==> src/rtl/codificador_pkg.sv <==
// Shared definitions for the request encoder.
//   N     : number of request lines
//   W     : width of the encoded index (log2 N)
//   state_t : FSM encoding, IDLE (nothing offered) / OFFER (code on S)
package codificador_pkg;

   localparam int N = 8;
   localparam int W = 3;

   typedef enum logic {
      IDLE  = 1'b0,
      OFFER = 1'b1
   } state_t;

endpackage

==> src/rtl/codificador_fila_prio_enc8.sv <==
// prio_enc8: combinational highest-index-first priority encoder.
//   v      in  N  candidate vector
//   code   out W  index of the highest set bit (0 when v == 0)
//   hit    out 1  v has at least one bit set
//   onehot out N  the selected bit alone, used by the caller to clear it
module prio_enc8
   import codificador_pkg::*;
(
   input  logic [N-1:0] v,
   output logic [W-1:0] code,
   output logic         hit,
   output logic [N-1:0] onehot
);

   // Ascending scan: the last set bit seen is the highest one.
   always_comb begin
      code   = '0;
      onehot = '0;
      for (int i = 0; i < N; i++) begin
         if (v[i]) begin
            code      = W'(i);
            onehot    = '0;
            onehot[i] = 1'b1;
         end
      end
      hit = |v;
   end

endmodule

==> src/rtl/codificador_fila.sv <==
// codificador_fila: latches up to N request lines into a pending register and
// offers them one at a time as a binary index, highest index first.
//   clk     in  1  clock, rising edge
//   rst     in  1  asynchronous active-high reset
//   E       in  1  enable for new requests (pending ones are still served)
//   A       in  N  request lines, level-sampled every cycle
//   S       out W  offered index (registered)
//   valid   out 1  S holds a request (registered)
//   ready   in  1  consumer accepts S this cycle
//   vazio   out 1  nothing pending and nothing offered (registered)
//   colisao out 1  sticky: a request hit a bit that was already pending
//   estado  out 1  current FSM state, for observation
//
// Handshake: a transfer happens on every rising edge where valid && ready.
// While valid && !ready, S is held. ready while valid == 0 has no effect.
module codificador_fila
   import codificador_pkg::*;
(
   input  logic         clk,
   input  logic         rst,
   input  logic         E,
   input  logic [N-1:0] A,
   output logic [W-1:0] S,
   output logic         valid,
   input  logic         ready,
   output logic         vazio,
   output logic         colisao,
   output state_t       estado
);

   logic [N-1:0] p;
   logic [N-1:0] r;
   logic [N-1:0] m;
   logic [W-1:0] code;
   logic         hit;
   logic [N-1:0] onehot;
   logic         load;
   logic         drop;
   logic [N-1:0] p_next;
   logic [N-1:0] lost;
   logic         valid_next;

   assign r = A & {N{E}};
   assign m = p | r;

   prio_enc8 u_enc (
      .v      (m),
      .code   (code),
      .hit    (hit),
      .onehot (onehot)
   );

   // A new index is loaded from IDLE, or from OFFER when the current one
   // transfers; otherwise the offer is held.
   assign load = hit && ((estado == IDLE) || ready);
   assign drop = (estado == OFFER) && ready && !hit;

   // The selected bit leaves P, unless it was already pending and requested
   // again on the same edge: the fresh request wins and the bit stays.
   always_comb begin
      p_next     = m;
      lost       = p & r;
      valid_next = valid;
      if (load) begin
         p_next     = (m & ~onehot) | (p & r & onehot);
         lost       = p & r & ~onehot;
         valid_next = 1'b1;
      end else if (drop) begin
         valid_next = 1'b0;
      end
   end

   always_ff @(posedge clk or posedge rst) begin
      if (rst) begin
         estado  <= IDLE;
         p       <= '0;
         S       <= '0;
         valid   <= 1'b0;
         colisao <= 1'b0;
         vazio   <= 1'b1;
      end else begin
         p     <= p_next;
         valid <= valid_next;
         vazio <= (p_next == '0) && !valid_next;
         if (|lost)
            colisao <= 1'b1;
         if (load)
            S <= code;
         case (estado)
            IDLE:    if (load) estado <= OFFER;
            OFFER:   if (drop) estado <= IDLE;
            default: estado <= IDLE;
         endcase
      end
   end

endmodule

==> config.mk <==
export PLATFORM = sky130hd
export DESIGN_NAME = codificador_fila
export DESIGN_NICKNAME = d
export VERILOG_FILES = /design/src/rtl/codificador_pkg.sv /design/src/rtl/codificador_fila_prio_enc8.sv /design/src/rtl/codificador_fila.sv
export SDC_FILE = /design/constraint.sdc
export NUM_CORES = 1
export LEC_CHECK = 0
export ABC_AREA = 1
export ABC_CLOCK_PERIOD_IN_PS = 1400
export CELL_PAD_IN_SITES_DETAIL_PLACEMENT = 1
export CELL_PAD_IN_SITES_GLOBAL_PLACEMENT = 1
export CORE_MARGIN = 2
export CORE_UTILIZATION = 35
export CTS_CLUSTER_DIAMETER = 200
export DETAILED_ROUTE_END_ITERATION = 8
export GPL_ROUTABILITY_DRIVEN = 0
export HOLD_SLACK_MARGIN = 0.1
export PLACE_DENSITY = 0.73
export SYNTH_ARGS = -nofsm -noshare
export SYNTH_HDL_FRONTEND = slang
export SYNTH_SLANG_ARGS = --single-unit
==> constraint.sdc <==
create_clock -name clk -period 1.4 [get_ports clk]
set_clock_uncertainty 0.15 [all_clocks]
set_input_delay 0.28 -clock clk [delete_from_list [all_inputs] [get_ports clk]]
set_output_delay 0.28 -clock clk [all_outputs]
set_load 0.03 [all_outputs]
==> metrics.txt <==
CTS tree=built; Hold Vio Cnt, Final=0; Pleak=0.949 nW; area leader, netlist=dfrtp_1; clk slew on worst S/H paths=~0.11 ns; final worst slack=-0.400 ns; Syn Nets=between 100 and 150; flops & latches, synth=15; routed vias/inst=4.78; DP HPWL=2460 um; MaxCap Viol Count=0; sw power=0.000496 W; WL met1=roughly 1700 um; Die Area=0.00365 mm^2; Die Ht=60.4 um; final setup fails=15; Cells after DPL=approximately 220; Sequential Power Share=36.4%; endpoint class of the critical path=register; Die W=60.4 um; Final Slew Violations=0; Max Freq=0.556 GHz; Boundary Pins=19; remaining antenna violation count=0; Worst Setup Path Type=reg -> reg; Peak VDD IR=about 0.00047 V; Synth Flop Type=dfrtp_1; Slew HR=a little over four fifths; Worst path top cell family by delay=simple AND/OR/NAND/NOR gates; Comb power frac=41.7%; Clock power frac=22.0%; unrepaired setup endpoints after global routing=true; period utilization=129%; Post-layout nets=219; CTS sink cnt=15; Area Overhead vs Synth=71.0%; initial antenna violation count=0; count leader, synth=nand2_1; starting density of the core=36.5%; count of buffer and inverter cells on the critical path=3; Post-synth ARST share=100%; row count=20; Ant. Diodes=0; metal3 WL=about 180 um; worst-path cell chain=inv_2, nand2_4, nor2_8, nand2_4, inv_6, buf_6, nand4_1, o21ai_1, nand2_1, nor2_1, nand2_1; # DRC=0; gr usage total=a little over a fifth; grt total ovfl=0; Cells after Synth=roughly 130; largest cells by area after synthesis=dfrtp_1 (31%), nand2_4 (16%), nand2_1 (7.7%); Distinct cells, synth=24; Post-synth EDFFs=0; CP max FO=5; Detailed Route Iter0 Violations=44; total core area=0.00305 mm^2; Layout Cells excl Fill=250; clk buf depth=2; Mapped Avg Cell Area=~8.3 um^2; Max Used Layer=met4; Crit path largest cell delay=roughly 0.38 ns; P per Cell Area=696 mW/mm^2; status=finished, violations left; Clk Latency, worst-skew pair=0.32 ns; worst hold path class=in -> async; top post-synthesis cells by count=nand2_1 (23), inv_1 (19), nand2_4 (16), nor2_1 (16), dfrtp_1 (14); Pre-antenna DRT Iters=4; Worst Path Arrival=1.87 ns; hold_ws=roughly 0.12 ns; WL met2=2290 um; Tightest Pin Transition=0.243 ns; clock root cell=clkbuf_4; drt total wl=4290 um; Sw Share=a little under two fifths; average routed wire per standard cell=17.2 um; post-synth top area share=31.4%; Startpoint Class=register; first-pass GRT wire length=5810 um; layout cells sized above 1=59.7%; Num CTS Buffers=3; WP data required=about 1.5 ns; sequential fraction of the synthesis area=around a third; failing checks=setup timing; Max H-tree Level=1; DR vias=1195; critical path's slowest cell=dfrtp_1; P_int=0.000831 W; IO buf count=18; largest net degree at the start of global routing=16; Synthesis Warnings=0; reg-to-reg slack, setup=-0.40 ns; Cell Area, Synth=0.00111 mm^2; Post-CTS Hold Fix Bufs=0; vias in the first global route=1242; Tmin final=around 1.8 ns
==> what timing repair did <==
| item | CTS | global route |
|---|---|---|
| setup endpoints to repair | 16 | 15 |
| pin swaps | 10 | 23 |
| cloned | 1 | 0 |
| setup buffers | 8 | 14 |
| resized for setup | 33 | 20 |
==> metal layers <==
| metal | up-vias | global-route usage (%) |
|---|---|---|
| met5 | - | 0 |
| met4 | 0 | 6.21 |
| met3 | 16 | 2.99 |
| met2 | 29 | 39.8 |
| met1 | 585 | 26.2 |
| li1 | 565 | - |
==> metrics by stage <==
step / worst slack, ns / setup TNS, ns / utilization, % / total power [W] / cell area, um^2
after floorplan: -0.0709 / -0.125 / - / 0.000717 / 1150
after global placement: -0.792 / -8.57 / 51.8 / 0.000891 / 1580
after CTS: -0.245 / -1.70 / 56.9 / 0.00123 / 1740
after global routing: -0.472 / -4.20 / 62.5 / 0.00138 / 1910
final: -0.400 / -2.96 / 62.5 / 0.00133 / 1910
after detailed placement: -0.806 / -8.95 / 51.8 / 0.000907 / 1580
==> final cells by class <==
type	count	area, um^2
fill	378	1150
multi-input combinational	97	752
timing repair buffer	69	606
sequential	15	377
inverter	21	91.3
tap	44	55.1
clock buffer	4	26.3
==> logic make-up (layout without fill, tap and decap cells) <==
family	Yosys count	in the layout	synth area share, %
buf+inv	22	94	8.53
compound gates	16	16	8.53
flops	15	15	33.8
simple gates	81	81	49.2
==> cell usage in the layout (no fill, tap or decap), drive strengths merged <==
master and instances:
nand3b 1, nor2 21, o21bai 2, nand3 10
dlygate4sd2 8, o21a 2, dfrtp 14, buf 58
o21ai 4, clkbuf 4, dfstp 1, inv 21
clkdlybuf4s50 2, nand2 45, bufbuf 1, a31oi 1
a21oi 7, nand4 4
==> power by group through the flow <==
| stage | clock (W) | combinational [W] | sequential (W) |
|---|---|---|---|
| after floorplan | 0 | 0.000211 | 0.000505 |
| after global placement | 0 | 0.000409 | 0.000482 |
| after detailed placement | 0 | 0.000422 | 0.000485 |
| after CTS | 0.000273 | 0.000475 | 0.000479 |
| after global routing | 0.000306 | 0.000586 | 0.000486 |
| final | 0.000291 | 0.000553 | 0.000482 |
==> tightest hold or removal path: stages <==
cell and delay, ns:
clkdlybuf4s50_1 0.40, inv_1 0.05, buf_4 0.24
==> registers in the layout, summed over array words and instances (netlist names) <==
name     flops
S            3
colisao      1
estado       1
p            8
valid        1
vazio        1
==> worst paths after layout <==
| path | cells past startpoint | end | startpoint |
|---|---|---|---|
| min | 3 | S[1] | rst |
| min reg2reg | 1 | S[2] | S[2] |
| max reg2reg | 11 | colisao | p[4] |
| max in group asynchronous | 3 | vazio | rst |
| max | 11 | colisao | p[4] |
| min in group clk | 5 | p[3] | E |
(Power assumes the default switching activity.)
